[src/rtl/serial_sub8.sv]
// Bit-serial subtractor: d = a + ~b + 1 through one full-adder cell and a carry flop, LSB first.
// Start/done handshake; the result and flags hold until the next operation completes.
module serial_sub8 #(
  parameter int unsigned WIDTH = 8,
  parameter int unsigned CNT_W = 3
) (
  input  logic             clk,
  input  logic             rst,
  input  logic             start_i,
  input  logic [WIDTH-1:0] a_i,
  input  logic [WIDTH-1:0] b_i,
  output logic             busy_o,
  output logic             done_o,
  output logic [WIDTH-1:0] d_o,
  output logic             bout_o,
  output logic             ovf_o,
  output logic             zero_o
);

  typedef enum logic [1:0] {StIdle, StRun, StDone} state_e;

  state_e             state_q;
  logic [WIDTH-1:0]   op_a_q;
  logic [WIDTH-1:0]   op_b_q;
  logic [WIDTH-1:0]   res_q;
  logic               carry_q;
  logic [CNT_W-1:0]   cnt_q;
  logic               sign_a_q;
  logic               sign_b_q;

  logic               sum_bit;
  logic               carry_d;
  logic [WIDTH-1:0]   res_d;
  logic               last_bit;

  always_comb begin
    sum_bit  = op_a_q[0] ^ op_b_q[0] ^ carry_q;
    carry_d  = (op_a_q[0] & op_b_q[0]) | (op_a_q[0] & carry_q) | (op_b_q[0] & carry_q);
    res_d    = {sum_bit, res_q[WIDTH-1:1]};
    last_bit = (cnt_q == CNT_W'(WIDTH - 1));
  end

  always_ff @(posedge clk or posedge rst) begin
    if (rst) begin
      state_q  <= StIdle;
      op_a_q   <= '0;
      op_b_q   <= '0;
      res_q    <= '0;
      carry_q  <= 1'b0;
      cnt_q    <= '0;
      sign_a_q <= 1'b0;
      sign_b_q <= 1'b0;
      busy_o   <= 1'b0;
      done_o   <= 1'b0;
      d_o      <= '0;
      bout_o   <= 1'b0;
      ovf_o    <= 1'b0;
      zero_o   <= 1'b0;
    end else begin
      done_o <= 1'b0;
      unique case (state_q)
        StIdle, StDone: begin
          if (start_i) begin
            // Invert b here and seed carry with 1 so the adder cell performs a - b.
            op_a_q   <= a_i;
            op_b_q   <= ~b_i;
            carry_q  <= 1'b1;
            cnt_q    <= '0;
            sign_a_q <= a_i[WIDTH-1];
            sign_b_q <= b_i[WIDTH-1];
            busy_o   <= 1'b1;
            state_q  <= StRun;
          end else begin
            state_q <= StIdle;
          end
        end
        StRun: begin
          op_a_q  <= op_a_q >> 1;
          op_b_q  <= op_b_q >> 1;
          res_q   <= res_d;
          carry_q <= carry_d;
          cnt_q   <= cnt_q + CNT_W'(1);
          if (last_bit) begin
            busy_o  <= 1'b0;
            done_o  <= 1'b1;
            d_o     <= res_d;
            bout_o  <= ~carry_d;
            ovf_o   <= (sign_a_q != sign_b_q) && (res_d[WIDTH-1] != sign_a_q);
            zero_o  <= (res_d == '0);
            state_q <= StDone;
          end
        end
        default: state_q <= StIdle;
      endcase
    end
  end

endmodule
[config.mk]
export PLATFORM = sky130hd
export DESIGN_NAME = serial_sub8
export DESIGN_NICKNAME = d
export VERILOG_FILES = /design/src/rtl/serial_sub8.sv
export SDC_FILE = /design/constraint.sdc
export NUM_CORES = 1
export LEC_CHECK = 0
export BUFFER_PORTS_ARGS = -buffer_cell sky130_fd_sc_hd__buf_2
export CAP_MARGIN = 40
export CORE_ASPECT_RATIO = 2
export CORE_MARGIN = 2
export CORE_UTILIZATION = 45
export CTS_CLUSTER_DIAMETER = 50
export DETAILED_ROUTE_END_ITERATION = 6
export HOLD_SLACK_MARGIN = 0.08
export PLACE_DENSITY = 0.66
export SLEW_MARGIN = 20
export SYNTH_ARGS = -nofsm -noshare
export SYNTH_HDL_FRONTEND = slang
export SYNTH_SLANG_ARGS = --single-unit
[constraint.sdc]
create_clock -name clk -period 2.2 [get_ports clk]
set_input_delay 0.33 -clock clk [delete_from_list [all_inputs] [get_ports clk]]
set_output_delay 0.33 -clock clk [all_outputs]
set_load 0.05 [all_outputs]
* After elaboration in Yosys (flattened, before gate mapping) *
Index checks and enable logic that the tools add are counted.

storage, ports and cells
  register bits after elaboration = 45
  input bits = 19
  output and inout port bits = 13
  logic and storage cells = 55

operators by class
  add/subtract/negate cells = 1
  eq/ne operators = 7
  muxes and demuxes = 15
  bitwise operators = 9
  reductions and logical operators = 9

operators by type and width
  operator                                              count
  case mux 8 bit (2 select lines)                       2
  two-way mux 8 bit                                     2
  zero test 8 bit                                       1
  NOT 8 bit                                             1
  case mux 3 bit (2 select lines)                       1
  AND reduction 2 bit                                   3
  two-way mux 1 bit                                     5
  inequality test 2 bit (second input constant)         2
  case mux 1 bit (2 select lines)                       2
  case mux 2 bit (2 select lines)                       1
  adder 3 x 1 -> 3 bit (second input constant)          1
  AND 1 bit                                             3
  equality test 3 bit (second input constant)           1
  two-way mux 3 bit                                     1
  AND reduction 3 bit                                   1
  equality test 2 x 1 -> 1 bit (second input constant)  1
  equality test 2 bit (second input constant)           1
  zero test 2 bit                                       1
  two-way mux 2 bit                                     1
  inequality test 1 bit                                 2
  bitwise OR 1 bit                                      2
  nonzero test 2 bit                                    1
  OR reduction 2 bit                                    1
  bitwise XOR 1 bit                                     2
  other kinds (2)                                       2

* Depth between registers and ports, before layout *
  word-level depth = 4
  gate-level depth with buffers = 6

* Worst setup path after synthesis *
OpenSTA, ideal clock, no wires.

  kind = reg-to-reg
  start = register cnt_q[0]
  end = register bout_o
  data arrival time = 1.436 ns
  required time = 2.075 ns
  path slack = 0.639 ns
  cell stages (with the launch flop) = 6
  buffers on the path = 1
  clock period less this slack = 1.561 ns
  cell sequence = dfrtp_1 ha_1 ha_1 nand3b_2 buf_2 mux2_2

on the way
  word-level cells in the longest chain between the ends = 2

RTL lines
  what                           line  RTL
  start: declaration             27    logic [CNT_W-1:0] cnt_q;
  start signal: assignment       82    cnt_q <= cnt_q + CNT_W'(1);
  equality test 3 bit            40    last_bit = (cnt_q == CNT_W'(WIDTH - 1));
  AND reduction 2 bit (no line)  n/a
  end signal: assignment         87    bout_o <= ~carry_d;
  end: declaration               15    output logic bout_o,

Every way passes these cells.
A chain may end at the register's enable or synchronous reset.

* Worst setup path after layout *
  start = register cnt_q[0]
  end = register d_o[0]

on the way
  word-level cells in the longest chain between the ends = 2

RTL lines
  what                           line  RTL
  equality test 3 bit            40
  AND reduction 2 bit (no line)  n/a
  end signal: assignment         86    d_o <= res_d;
  end: declaration               14    output logic [WIDTH-1:0] d_o,

Every way passes these cells.

==> implementation parameters <==
Parameter                              Value

Setup path
  Crit path largest cell delay    400 ps
  Worst path cell trace    ha_1 > ha_1 > nand3b_2 > mux2_2
  Required time at the endpoint of the critical path    2380 ps
  Critical path capture point type    flip-flop
  Crit path launch type    flip-flop
  Crit path max-delay cell type    sky130_fd_sc_hd__dfrtp_1
  Worst path most repeated cell    sky130_fd_sc_hd__ha_1
  CP Data Arrival Time    1800 ps
  Max Fanout on Critical Path    16
  Worst setup path category    reg2reg

Yosys
  Ys flop type    sky130_fd_sc_hd__dfrtp_1
  Avg Inst Size Synth    11.4 um2
  Library cell with the largest summed area after synthesis    sky130_fd_sc_hd__dfrtp_1
  Share of flip-flops with an asynchronous set or reset after synthesis    100%
  Post-Syn Nets    181
  Top cells by area in the synthesized netlist    sky130_fd_sc_hd__dfrtp_1, sky130_fd_sc_hd__nand2_1, sky130_fd_sc_hd__mux2_2
  Number of synthesized register bits    44
  Distinct cells, synth    26
  Post-synth EDFFs    0
  Post-Syn Instances    159
  Warnings from Yosys    0
  Post-Syn Area    1810 um2
  Sequential share of the synthesized area    60.9%
  Synth top area share    60.9%

Outcome
  Status    finished clean

Route
  Mean number of vias per cell    5.28
  Pre-antenna DRT Iters    4
  Drt total wl    3.43 mm
  Routed wirelength normalized by instance count    14.2 um
  Number of DRC violations after detailed routing    0
  Number of vias after detailed routing    1272
  Post-route antenna net violation count    0
  Number of DRC violations after detailed-routing iteration 0    29

Power
  Internal Dissipation    0.00201 W
  Net switching power    0.00139 W
  Switching Fraction    41.0%
  Combinational fraction of design power    41.5%
  Power per standard cell area    1630 nW/um2
  Register share of total power    40.9%
  Leakage Power    1.06 nW
  Clock network fraction of design power    17.6%
  Worst voltage drop across the vdd grid    0.000930 V

STA
  Setup repair after global routing missed its margin    no
  Min Clock Period, post-route    1620 ps
  Tightest slew margin relative to the limit    54.8%
  Final Setup Violations    0
  Count of pins over their slew limit    0
  Final Hold Violating Endpoints    0
  Transition time at the pin with the least slew margin    679 ps
  Achievable clock frequency    0.617 GHz
  Period Utilization, post-route    73.7%
  Final Skew    7.97 ps
  Total negative setup slack    0 ps

Final layout
  # diodes    0
  Sequential cell area in the final layout    1100 um2
  Area used by multi-input combinational logic    617 um2
  Synth-to-Final Area Change    15.2%
  Post-layout instance count excluding filler cells    241
  Number of nets at the end of the flow    211
  Fraction of final layout cells with drive strength greater than 1    26.8%
  Number of fill cells in the layout    371

Min path
  Min-Delay Path Class    in2async

Job
  Max capacitance violation total    0

Place
  Gp weighted congestion    0.800
  Count of buffers inserted at the top-level ports    31
  DP Wirelength    2.43 mm
  Placed Cells incl. Taps    233

Clock network
  Sinks on the clock net    44
  Clock tree root driver cell    sky130_fd_sc_hd__clkbuf_8
  Setup fix buffers added after clock tree synthesis    0
  Buffer depth of the longest clock path    2
  Maximum level of the CTS H-tree    2
  Cts bufs inserted    5
  Post-cts sizing count    0
  Number of hold-repair buffers added at the cts stage    0
  Later-pin clock latency in the skew report    300 ps
  CTS clock-pin slew for the worst setup and hold paths    80 ps
  Clock tree from TritonCTS    done

Floorplan
  Number of cell rows    32
  Vertical die dimension    93.6 um
  X dimension of the die    48.8 um
  Standard cell core area    3840 um2
  Starting utilization of the core area    47.0%
  Die Outline Area    4570 um2
  Top-level I/O count    32

Global route
  Remaining global-route overflow    0
  First-pass GRT wire length    6.00 mm
  Antenna violations before repair    0
  Via count of the first global-routing pass    1345
  Overall global routing resource usage    17.3%
  Largest net degree at the start of global routing    45
==> path summary, 6_finish.rpt <==
check | slack, ps | endpoint | from | cells past startpoint
worst min register to register | 500 | d_o[1] | d_o[1] | 1
max in group asynchronous | 1670 | op_b_q[3] | rst | 3
min in group clk | 220 | op_b_q[7] | b_i[7] | 2
worst max-delay path | 580 | d_o[0] | cnt_q[0] | 4
worst min-delay path | 160 | d_o[6] | rst | 3
worst max register to register | 580 | d_o[0] | cnt_q[0] | 4
==> power groups by stage <==
| stage | clock [W] | sequential (W) | combinational (W) |
|---|---|---|---|
| after global routing | 0.000646 | 0.00144 | 0.00156 |
| after global placement | 0 | 0.00139 | 0.00139 |
| after detailed placement | 0 | 0.00141 | 0.00143 |
| after CTS | 0.000612 | 0.00140 | 0.00143 |
| after floorplan | 0 | 0.00170 | 0.000848 |
| final | 0.000598 | 0.00139 | 0.00141 |
==> layout by cell type, fill, tap and decap left out, drive strengths merged, types with 2 or more instances in the layout <==
cell type	netlist	final
a221o	8	8
a22o	3	3
a22oi	7	7
and2b	2	2
buf	9	33
clkbuf	1	6
dfrtp	44	44
ha	2	2
inv	6	6
mux2	8	8
nand2	35	35
nand2b	2	2
nand3	7	7
nor2	11	11
o21ai	6	6
==> area by class of cell <==
| cell class | instances | area share [%] |
|---|---|---|
| clock buffer | 6 | 3.49 |
| clock inverter | 2 | 1.68 |
| inverter | 6 | 1.08 |
| multi-input combinational | 99 | 29.6 |
| sequential | 44 | 52.9 |
| tap | 51 | 3.06 |
| timing repair buffer | 33 | 8.17 |
==> kinds of logic after synthesis <==
kind of cell | Yosys count | share of synthesized area (%)
AOI/OAI and AO/OA | 26 | 11.2
adders and majority gates | 3 | 2.49
buffers and inverters | 16 | 4.98
DFF | 44 | 60.9
muxes | 8 | 4.98
and+or+nand+nor | 62 | 15.4
==> Yosys cell counts, types with 2 or more instances <==
cell                       instances
sky130_fd_sc_hd__a22oi_1           7
sky130_fd_sc_hd__mux2_2            8
sky130_fd_sc_hd__buf_2             6
sky130_fd_sc_hd__buf_6             3
sky130_fd_sc_hd__nor2_1           10
sky130_fd_sc_hd__inv_1             6
sky130_fd_sc_hd__nand3_1           7
sky130_fd_sc_hd__a221o_1           8
sky130_fd_sc_hd__o21ai_0           6
sky130_fd_sc_hd__a22o_1            3
sky130_fd_sc_hd__ha_1              2
sky130_fd_sc_hd__nand2_1          35
sky130_fd_sc_hd__nand2b_1          2
sky130_fd_sc_hd__dfrtp_1          44
==> critical path, delay by kind of cell (launching register included) <==
kind                       cells  cell delay, ps
adders and majority gates      2             410
DFF                            1             400
muxes                          1             380
and+or+nand+nor                1             310
==> state kept, by name (all words and copies together) (netlist names) <==
signal	cells
zero_o	1
res_q	7
d_o	8
state_q	2
busy_o	1
ovf_o	1
sign_b_q	1
bout_o	1
cnt_q	3
op_a_q	8
done_o	1
carry_q	1
op_b_q	8
sign_a_q	1
==> through the flow <==
step	hold WS [ps]	util [%]	setup slack, ps	total power [W]	area (um2)
2_1_floorplan	412	-	639	0.00255	1810
3_3_place_gp	467	51.4	629	0.00279	1970
3_5_place_dp	489	51.4	590	0.00284	1970
4_1_cts	172	54.2	559	0.00344	2080
5_1_grt	215	54.2	481	0.00364	2080
6_report	159	54.2	578	0.00340	2080
==> layer usage <==
| layer | vias to the layer above | global-route usage, % | wire length, um |
|---|---|---|---|
| met5 | - | 0 | 0 |
| met4 | 0 | 9.52 | 78 |
| met3 | 5 | 3.51 | 104 |
| met2 | 22 | 31.6 | 1980 |
| met1 | 640 | 18.1 | 1270 |
| li1 | 605 | - | - |
No activity file was read; power rests on OpenSTA's default activity.
